`src/rtl/uart_frame_parser.sv`:
```
`default_nettype none
// ============================================================================
// Module   : uart_frame_parser
// Purpose  : Turns a UART byte stream of 4-byte records (row, R, G, B) into
//            LED frame-buffer row writes, with frame-complete tracking.
//            Optional inter-byte timeout enabled by macro FRAME_TIMEOUT_EN.
// Revision : 1.0 - initial release
// ============================================================================
module uart_frame_parser #(
    parameter int unsigned TIMEOUT_CYCLES = 100000
) (
    input  logic       clk_i,
    input  logic       rst_ni,
    input  logic       byte_valid_i,
    input  logic [7:0] byte_data_i,
    output logic       wr_en_o,
    output logic [2:0] wr_row_o,
    output logic [7:0] wr_r_o,
    output logic [7:0] wr_g_o,
    output logic [7:0] wr_b_o,
    output logic       frame_done_o,
    output logic       err_o
);

    typedef enum logic [1:0] {
        S_ROW = 2'd0,
        S_R   = 2'd1,
        S_G   = 2'd2,
        S_B   = 2'd3
    } state_t;

    localparam logic [19:0] TIMEOUT_LAST = 20'(TIMEOUT_CYCLES - 1);

    state_t     state_q, state_d;
    logic [2:0] row_q, row_d;
    logic [7:0] r_q, r_d;
    logic [7:0] g_q, g_d;
    logic [7:0] row_mask_q, row_mask_d;
    logic [7:0] mask_set;

    logic       wr_en_q, wr_en_d;
    logic [2:0] wr_row_q, wr_row_d;
    logic [7:0] wr_r_q, wr_r_d;
    logic [7:0] wr_g_q, wr_g_d;
    logic [7:0] wr_b_q, wr_b_d;
    logic       frame_done_q, frame_done_d;
    logic       err_q, err_d;
    logic       timeout;

`ifdef FRAME_TIMEOUT_EN
    logic [19:0] idle_q, idle_d;

    // Saturating so a long idle period in S_ROW never wraps the counter.
    always_comb begin
        idle_d = idle_q;
        if (byte_valid_i) begin
            idle_d = 20'd0;
        end else if (idle_q != TIMEOUT_LAST) begin
            idle_d = idle_q + 20'd1;
        end
    end

    // A byte arriving on the timeout cycle takes priority.
    assign timeout = !byte_valid_i && (state_q != S_ROW) && (idle_q == TIMEOUT_LAST);

    always_ff @(posedge clk_i or negedge rst_ni) begin
        if (!rst_ni) begin
            idle_q <= 20'd0;
        end else begin
            idle_q <= idle_d;
        end
    end
`else
    logic unused_timeout_cfg;
    assign unused_timeout_cfg = ^TIMEOUT_LAST;
    assign timeout            = 1'b0;
`endif

    always_comb begin
        state_d      = state_q;
        row_d        = row_q;
        r_d          = r_q;
        g_d          = g_q;
        row_mask_d   = row_mask_q;
        mask_set     = row_mask_q;
        wr_en_d      = 1'b0;
        wr_row_d     = wr_row_q;
        wr_r_d       = wr_r_q;
        wr_g_d       = wr_g_q;
        wr_b_d       = wr_b_q;
        frame_done_d = 1'b0;
        err_d        = 1'b0;

        if (byte_valid_i) begin
            case (state_q)
                S_ROW: begin
                    if (byte_data_i[7:3] == 5'd0) begin
                        row_d   = byte_data_i[2:0];
                        state_d = S_R;
                    end else begin
                        err_d = 1'b1;
                    end
                end
                S_R: begin
                    r_d     = byte_data_i;
                    state_d = S_G;
                end
                S_G: begin
                    g_d     = byte_data_i;
                    state_d = S_B;
                end
                S_B: begin
                    state_d  = S_ROW;
                    wr_en_d  = 1'b1;
                    wr_row_d = row_q;
                    wr_r_d   = r_q;
                    wr_g_d   = g_q;
                    wr_b_d   = byte_data_i;
                    mask_set = row_mask_q | (8'd1 << row_q);
                    // Completing the frame restarts row tracking from empty.
                    if (mask_set == 8'hFF) begin
                        frame_done_d = 1'b1;
                        row_mask_d   = 8'h00;
                    end else begin
                        row_mask_d   = mask_set;
                    end
                end
                default: state_d = S_ROW;
            endcase
        end else if (timeout) begin
            state_d = S_ROW;
            err_d   = 1'b1;
        end
    end

    always_ff @(posedge clk_i or negedge rst_ni) begin
        if (!rst_ni) begin
            state_q      <= S_ROW;
            row_q        <= 3'd0;
            r_q          <= 8'd0;
            g_q          <= 8'd0;
            row_mask_q   <= 8'd0;
            wr_en_q      <= 1'b0;
            wr_row_q     <= 3'd0;
            wr_r_q       <= 8'd0;
            wr_g_q       <= 8'd0;
            wr_b_q       <= 8'd0;
            frame_done_q <= 1'b0;
            err_q        <= 1'b0;
        end else begin
            state_q      <= state_d;
            row_q        <= row_d;
            r_q          <= r_d;
            g_q          <= g_d;
            row_mask_q   <= row_mask_d;
            wr_en_q      <= wr_en_d;
            wr_row_q     <= wr_row_d;
            wr_r_q       <= wr_r_d;
            wr_g_q       <= wr_g_d;
            wr_b_q       <= wr_b_d;
            frame_done_q <= frame_done_d;
            err_q        <= err_d;
        end
    end

    assign wr_en_o      = wr_en_q;
    assign wr_row_o     = wr_row_q;
    assign wr_r_o       = wr_r_q;
    assign wr_g_o       = wr_g_q;
    assign wr_b_o       = wr_b_q;
    assign frame_done_o = frame_done_q;
    assign err_o        = err_q;

endmodule
`default_nettype wire

```
`config.mk`:
```
export PLATFORM = sky130hd
export DESIGN_NAME = uart_frame_parser
export DESIGN_NICKNAME = d
export VERILOG_FILES = /design/src/rtl/uart_frame_parser.sv
export SDC_FILE = /design/constraint.sdc
export NUM_CORES = 1
export LEC_CHECK = 0
export BUFFER_PORTS_ARGS = -buffer_cell sky130_fd_sc_hd__buf_2
export CAP_MARGIN = 20
export CORE_MARGIN = 1.5
export CORE_UTILIZATION = 59
export CTS_BUF_LIST = sky130_fd_sc_hd__clkbuf_8 sky130_fd_sc_hd__clkbuf_16
export DETAILED_ROUTE_END_ITERATION = 10
export PLACE_DENSITY_LB_ADDON = 0.08
export SLEW_MARGIN = 20
export SYNTH_ARGS = -nofsm -noshare
export SYNTH_HDL_FRONTEND = slang
export SYNTH_SLANG_ARGS = --single-unit
```
`constraint.sdc`:
```
create_clock -name clk_i -period 3.3 [get_ports clk_i]
set_clock_uncertainty 0.2 [all_clocks]
set_input_delay 0.495 -clock clk_i [delete_from_list [all_inputs] [get_ports clk_i]]
set_output_delay 0.495 -clock clk_i [all_outputs]
set_load 0.01 [all_outputs]
```
## Word-level counts from Yosys, hierarchy flattened

Index checks and enable logic that the tools add are counted.

- Reduce and logical (&&, ||, !) cells: 7
- Bitwise operators: 1
- Multiplexer cells: 11
- Eq/ne operators: 5
- Shift-type cells: 1

Operators with widths:

| cell | count |
|---|---|
| 8-bit == test, second input constant | 1 |
| 1-bit 2-to-1 mux | 8 |
| 8-bit 2-to-1 mux | 1 |
| 8-bit OR | 1 |
| 2-bit one-hot mux with 4 select lines | 1 |
| 2-bit AND reduction | 4 |
| 1-bit by 3-bit << shifter with 8-bit output, first input constant | 1 |
| 5-bit logical NOT | 1 |
| 2-bit == test, second input constant | 2 |
| 3-bit AND reduction | 1 |
| 2-bit by 1-bit == test with 1-bit output, second input constant | 1 |
| 2-bit logical NOT | 1 |
| 2-bit 2-to-1 mux | 1 |
| 2-bit != test, second input constant | 1 |

- Register bits after elaboration: 59
- Input port bits: 11
- Word-level logic and storage cells: 37
- Output and inout port bits: 30

## Depth between registers and ports, before layout

- Depth after elaboration: 6
- Mapped depth: 7
- Mapped depth without buffers: 6

## Least setup slack after synthesis

No wires, ideal clock.

- Kind: input-to-reg
- Start: input port byte_data_i[3]
- End: register row_q[1]
- Library setup time: 128 ps
- Data required time: 2,972 ps
- Stages: 3
- Arrival time: 1,594 ps
- Path buffers: 0
- Slack: 1,378 ps
- Cell sequence: or4_4 nor3_4 mux2_1

- Longest elaborated chain between the ends: 2

Ends and longest elaborated chain:

| element | line | source |
|---|---|---|
| start, declared | 15 | `input logic [7:0] byte_data_i,` |
| 5-bit logical NOT | 97 | `if (byte_data_i[7:3] == 5'd0) begin` |
| 3-bit AND reduction (no source line) | - |  |
| end signal, assigned | 152 | `row_q <= row_d;` |
| end, declared | 35 | `logic [2:0] row_q, row_d;` |

Every way passes these cells.
A chain may end at the register's enable or synchronous reset.

## Worst setup path after layout

- Start: register row_q[2]
- End: register row_mask_q[7]

- Longest elaborated chain between the ends: 4

Ends and longest elaborated chain:

| element | line | source |
|---|---|---|
| 1-bit by 3-bit << shifter with 8-bit output * | 119 | `mask_set = row_mask_q \| (8'd1 << row_q);` |
| 8-bit OR * | 119 |  |
| 8-bit == test | 121 | `if (mask_set == 8'hFF) begin` |
| 8-bit 2-to-1 mux * | 121 |  |
| end signal, assigned | 155 | `row_mask_q <= row_mask_d;` |
| end, declared | 38 | `logic [7:0] row_mask_q, row_mask_d;` |

Every way passes the cells marked *; elsewhere a longest branch is shown, timed or not.

==> impl_results.md <==
* Worst path arrival time at 2.09 ns
* Maximum fanout along the worst path at 11
* Final setup violation count at 0
* RSZ-0062 raised after global routing: false
* Max_cap viols at 0
* Grt ovf at 0
* Final nets at 287
* Adder-Cell Fraction of Synth Area at 2.541%
* Placed cell areas at 0.002705 mm2
* GP Congestion at 0.8012
* Synth Area in Compound Gates at 6.555%
* Initial antenna violation count at 0
* Row count at 23
* Worst Hold Class: in2reg
* Die area at 0.004570 mm2
* CTS tree: built
* Initial DRT Pass Iterations at 4
* Layout Cells excl Fill at 325
* H-tree depth at 3
* Core ar. at 0.004000 mm2
* Worst Hold Depth at 3
* CTS resizes at 0
* Share of cells above drive strength 1 at 31.64%
* Initial core utilization at 61.56%
* Peak supply drop at 0.5693 mV
* TritonCTS buffer count at 9
* Hold_sp: byte_data_i[3]
* Max_slew headroom at 72.44%
* Synth Register Bits at 59
* Yosys cell types at 33
* Yosys Warn Count at 0
* I/O Buffers at 40
* CTS clk-pin slew, worst paths at 0.06 ns
* Synth Area in XOR/XNOR at 0%
* Minimum clock period at 2.035 ns
* Ys flop type: dfrtp_1
* Crit path launch type: flop
* DPL Wire Length at 2977 um
* PD cells at 926.0 mW/mm2
* First-pass GRT wire length at 7755 um
* N_diodes at 0
* Status: complete, no violations
* Pwr Total at 2.712 mW
* Number of remaining DRC errors at 0
* RR Startpoint: row_q[2]
* Req. time, crit path at 3.36 ns
* Max clock buf depth at 2
* Ys async rst share at 100.0%
* Largest family of logic cells by synthesized area: simple AND/OR/NAND/NOR gates
* Number of synthesized flops with an enable pin at 0
* Placed cell count at 308
* Kind of critical path: reg2reg
* Fin area at 0.002929 mm2
* WHS Endpoint: wr_b_o[3]
* Synth top area cells: dfrtp_1 60%, nand2_1 13%, mux2_2 7.8%
* Drt initial violations at 150
* IO Count at 41
* Worst R2R Setup Slack at 1.26 ns
* Post-route antenna net violation count at 0
* Worst reg2reg endpoint: row_mask_q[7]
* Tcrit/Tclk final at 61.68%
* Synth-to-Final Area Change at 18.95%
* Die height at 67.60 um
* Vias per cell at 5.385
* Final wirelength at 4712 um
* Fin Setup TNS at 0 ns
* Leak at 1.561 nW
* Share of the synthesized area in the top cell type at 59.96%
* GRT Total Usage at 23.60%
* Vias in the first global route at 1,659
* Post-synthesis sequential area ratio at 59.96%
* Crit. End Element: flop
* Via count at 1,750
* Synthesized area at 0.002462 mm2
* Largest net degree at the start of global routing at 45
* Final hold viol count at 0
* Die width at 67.60 um
* Post-Synth Simple-Gate Area at 17.99%
* F_max at 491.3 MHz
* Routed WL per cell at 14.50 um
* # clock sinks at 59
* Clk Latency, worst-skew pair at 0.33 ns
* Syn nets at 239
* Cells on worst reg2reg path at 4
* Mean Syn Cell Area at 11.04 um2
* Pins Over Slew Limit at 0
* Root buf cell: clkbuf_8
* Post-synthesis cell count at 223
* Post-synthesis mux area share at 10.32%
* Worst Max-Slew Pin Slew at 0.4131 ns
* Area leader, netlist: dfrtp_1
## cells in the mapped netlist (all sizes together), types with 2 or more instances
cell type	n
nand2	86
dfrtp	59
mux2	21
a21oi	8
clkbuf	6
nor2	6
ha	5
o21ai	5
a31oi	4
inv	4
buf	3
and3b	2
## what timing repair did
| action | 4_1_cts | 5_1_grt |
|---|---|---|
| setup endpoints to repair | 0 | 0 |
| buffers inserted | 0 | 0 |
| endpoints found under the hold margin | 0 | 10 |
| hold buffers | 0 | 1 |
## state kept, by name, indices dropped and copies added, names as in the netlist
name / count
wr_r_o: 8
wr_g_o: 8
row_q: 3
state_q: 2
frame_done_o: 1
row_mask_q: 8
wr_en_o: 1
r_q: 8
wr_b_o: 8
err_o: 1
g_q: 8
wr_row_o: 3
## stage by stage
| stage | hold WS, ns | setup WS (ns) | util [%] |
|---|---|---|---|
| after detailed placement | 0.2484 | 1.185 | 67.63 |
| after global routing | 0.2262 | 1.183 | 73.22 |
| after floorplan | -0.0005910 | 1.378 | - |
| after global placement | 0.2455 | 1.207 | 67.63 |
| after CTS | 0.1412 | 1.288 | 72.47 |
| final | 0.2075 | 1.265 | 73.22 |
## how the worst max path moves through the flow
stage / from / endpoint / cells past startpoint
2_1_floorplan: byte_data_i[3] / row_q[1] / 3
3_3_place_gp: byte_data_i[3] / row_q[1] / 4
3_5_place_dp: byte_data_i[3] / row_q[2] / 4
4_1_cts: row_q[2] / row_mask_q[7] / 4
5_1_grt: row_q[2] / row_mask_q[1] / 4
6_report: row_q[2] / row_mask_q[7] / 4
## critical path, cell delays in order, from the launching register on
cell	delay, ns
dfrtp_1	0.56
mux2_2	0.39
a32o_1	0.29
and4b_1	0.33
a21oi_2	0.18
## cells by family (layout without fill, tap and decap cells)
group	count (synthesis)	after routing
buffers and inverters	13	65
multiplexers	22	22
AND/OR/NAND/NOR	102	102
flip-flops	59	59
adder cells (fa/ha/maj)	5	5
AO/OA/AOI/OAI	22	22
## layout by cell type (no fill, tap or decap), types with 2 or more instances in the layout
master    count
nand2_1      85
dfrtp_1      59
buf_2        40
mux2_2       17
clkbuf_8     11
inv_1         6
nor2_1        6
a21oi_2       6
ha_1          5
a31oi_1       4
buf_4         4
o21ai_0       3
and3b_1       2
a21oi_1       2
mux2_4        2
mux2_1        2
## cell type report
class                      instances  area [um2]
clock inverter                     4       42.54
tap                               50       62.56
multi-input combinational        151       920.9
timing repair buffer              46       260.3
sequential                        59        1476
inverter                           4       15.01
fill                             292        1071
clock buffer                      11       151.4
## power breakdown
group | switching [mW] | total, mW | internal [mW]
clock network | 0.262 | 0.641 | 0.379
registers | 0.182 | 1.21 | 1.03
logic | 0.470 | 0.861 | 0.390
total | 0.914 | 2.71 | 1.80
## per-layer routing
| metal | global-route usage, % | vias up | wire [um] |
|---|---|---|---|
| met2 | 35.54 | 43 | 2175 |
| met1 | 32.56 | 855 | 2256 |
| met5 | 0 | - | 0 |
| met3 | 5.500 | 12 | 187 |
| met4 | 10.71 | 0 | 92 |
| li1 | - | 840 | - |
(Power assumes the default switching activity.)
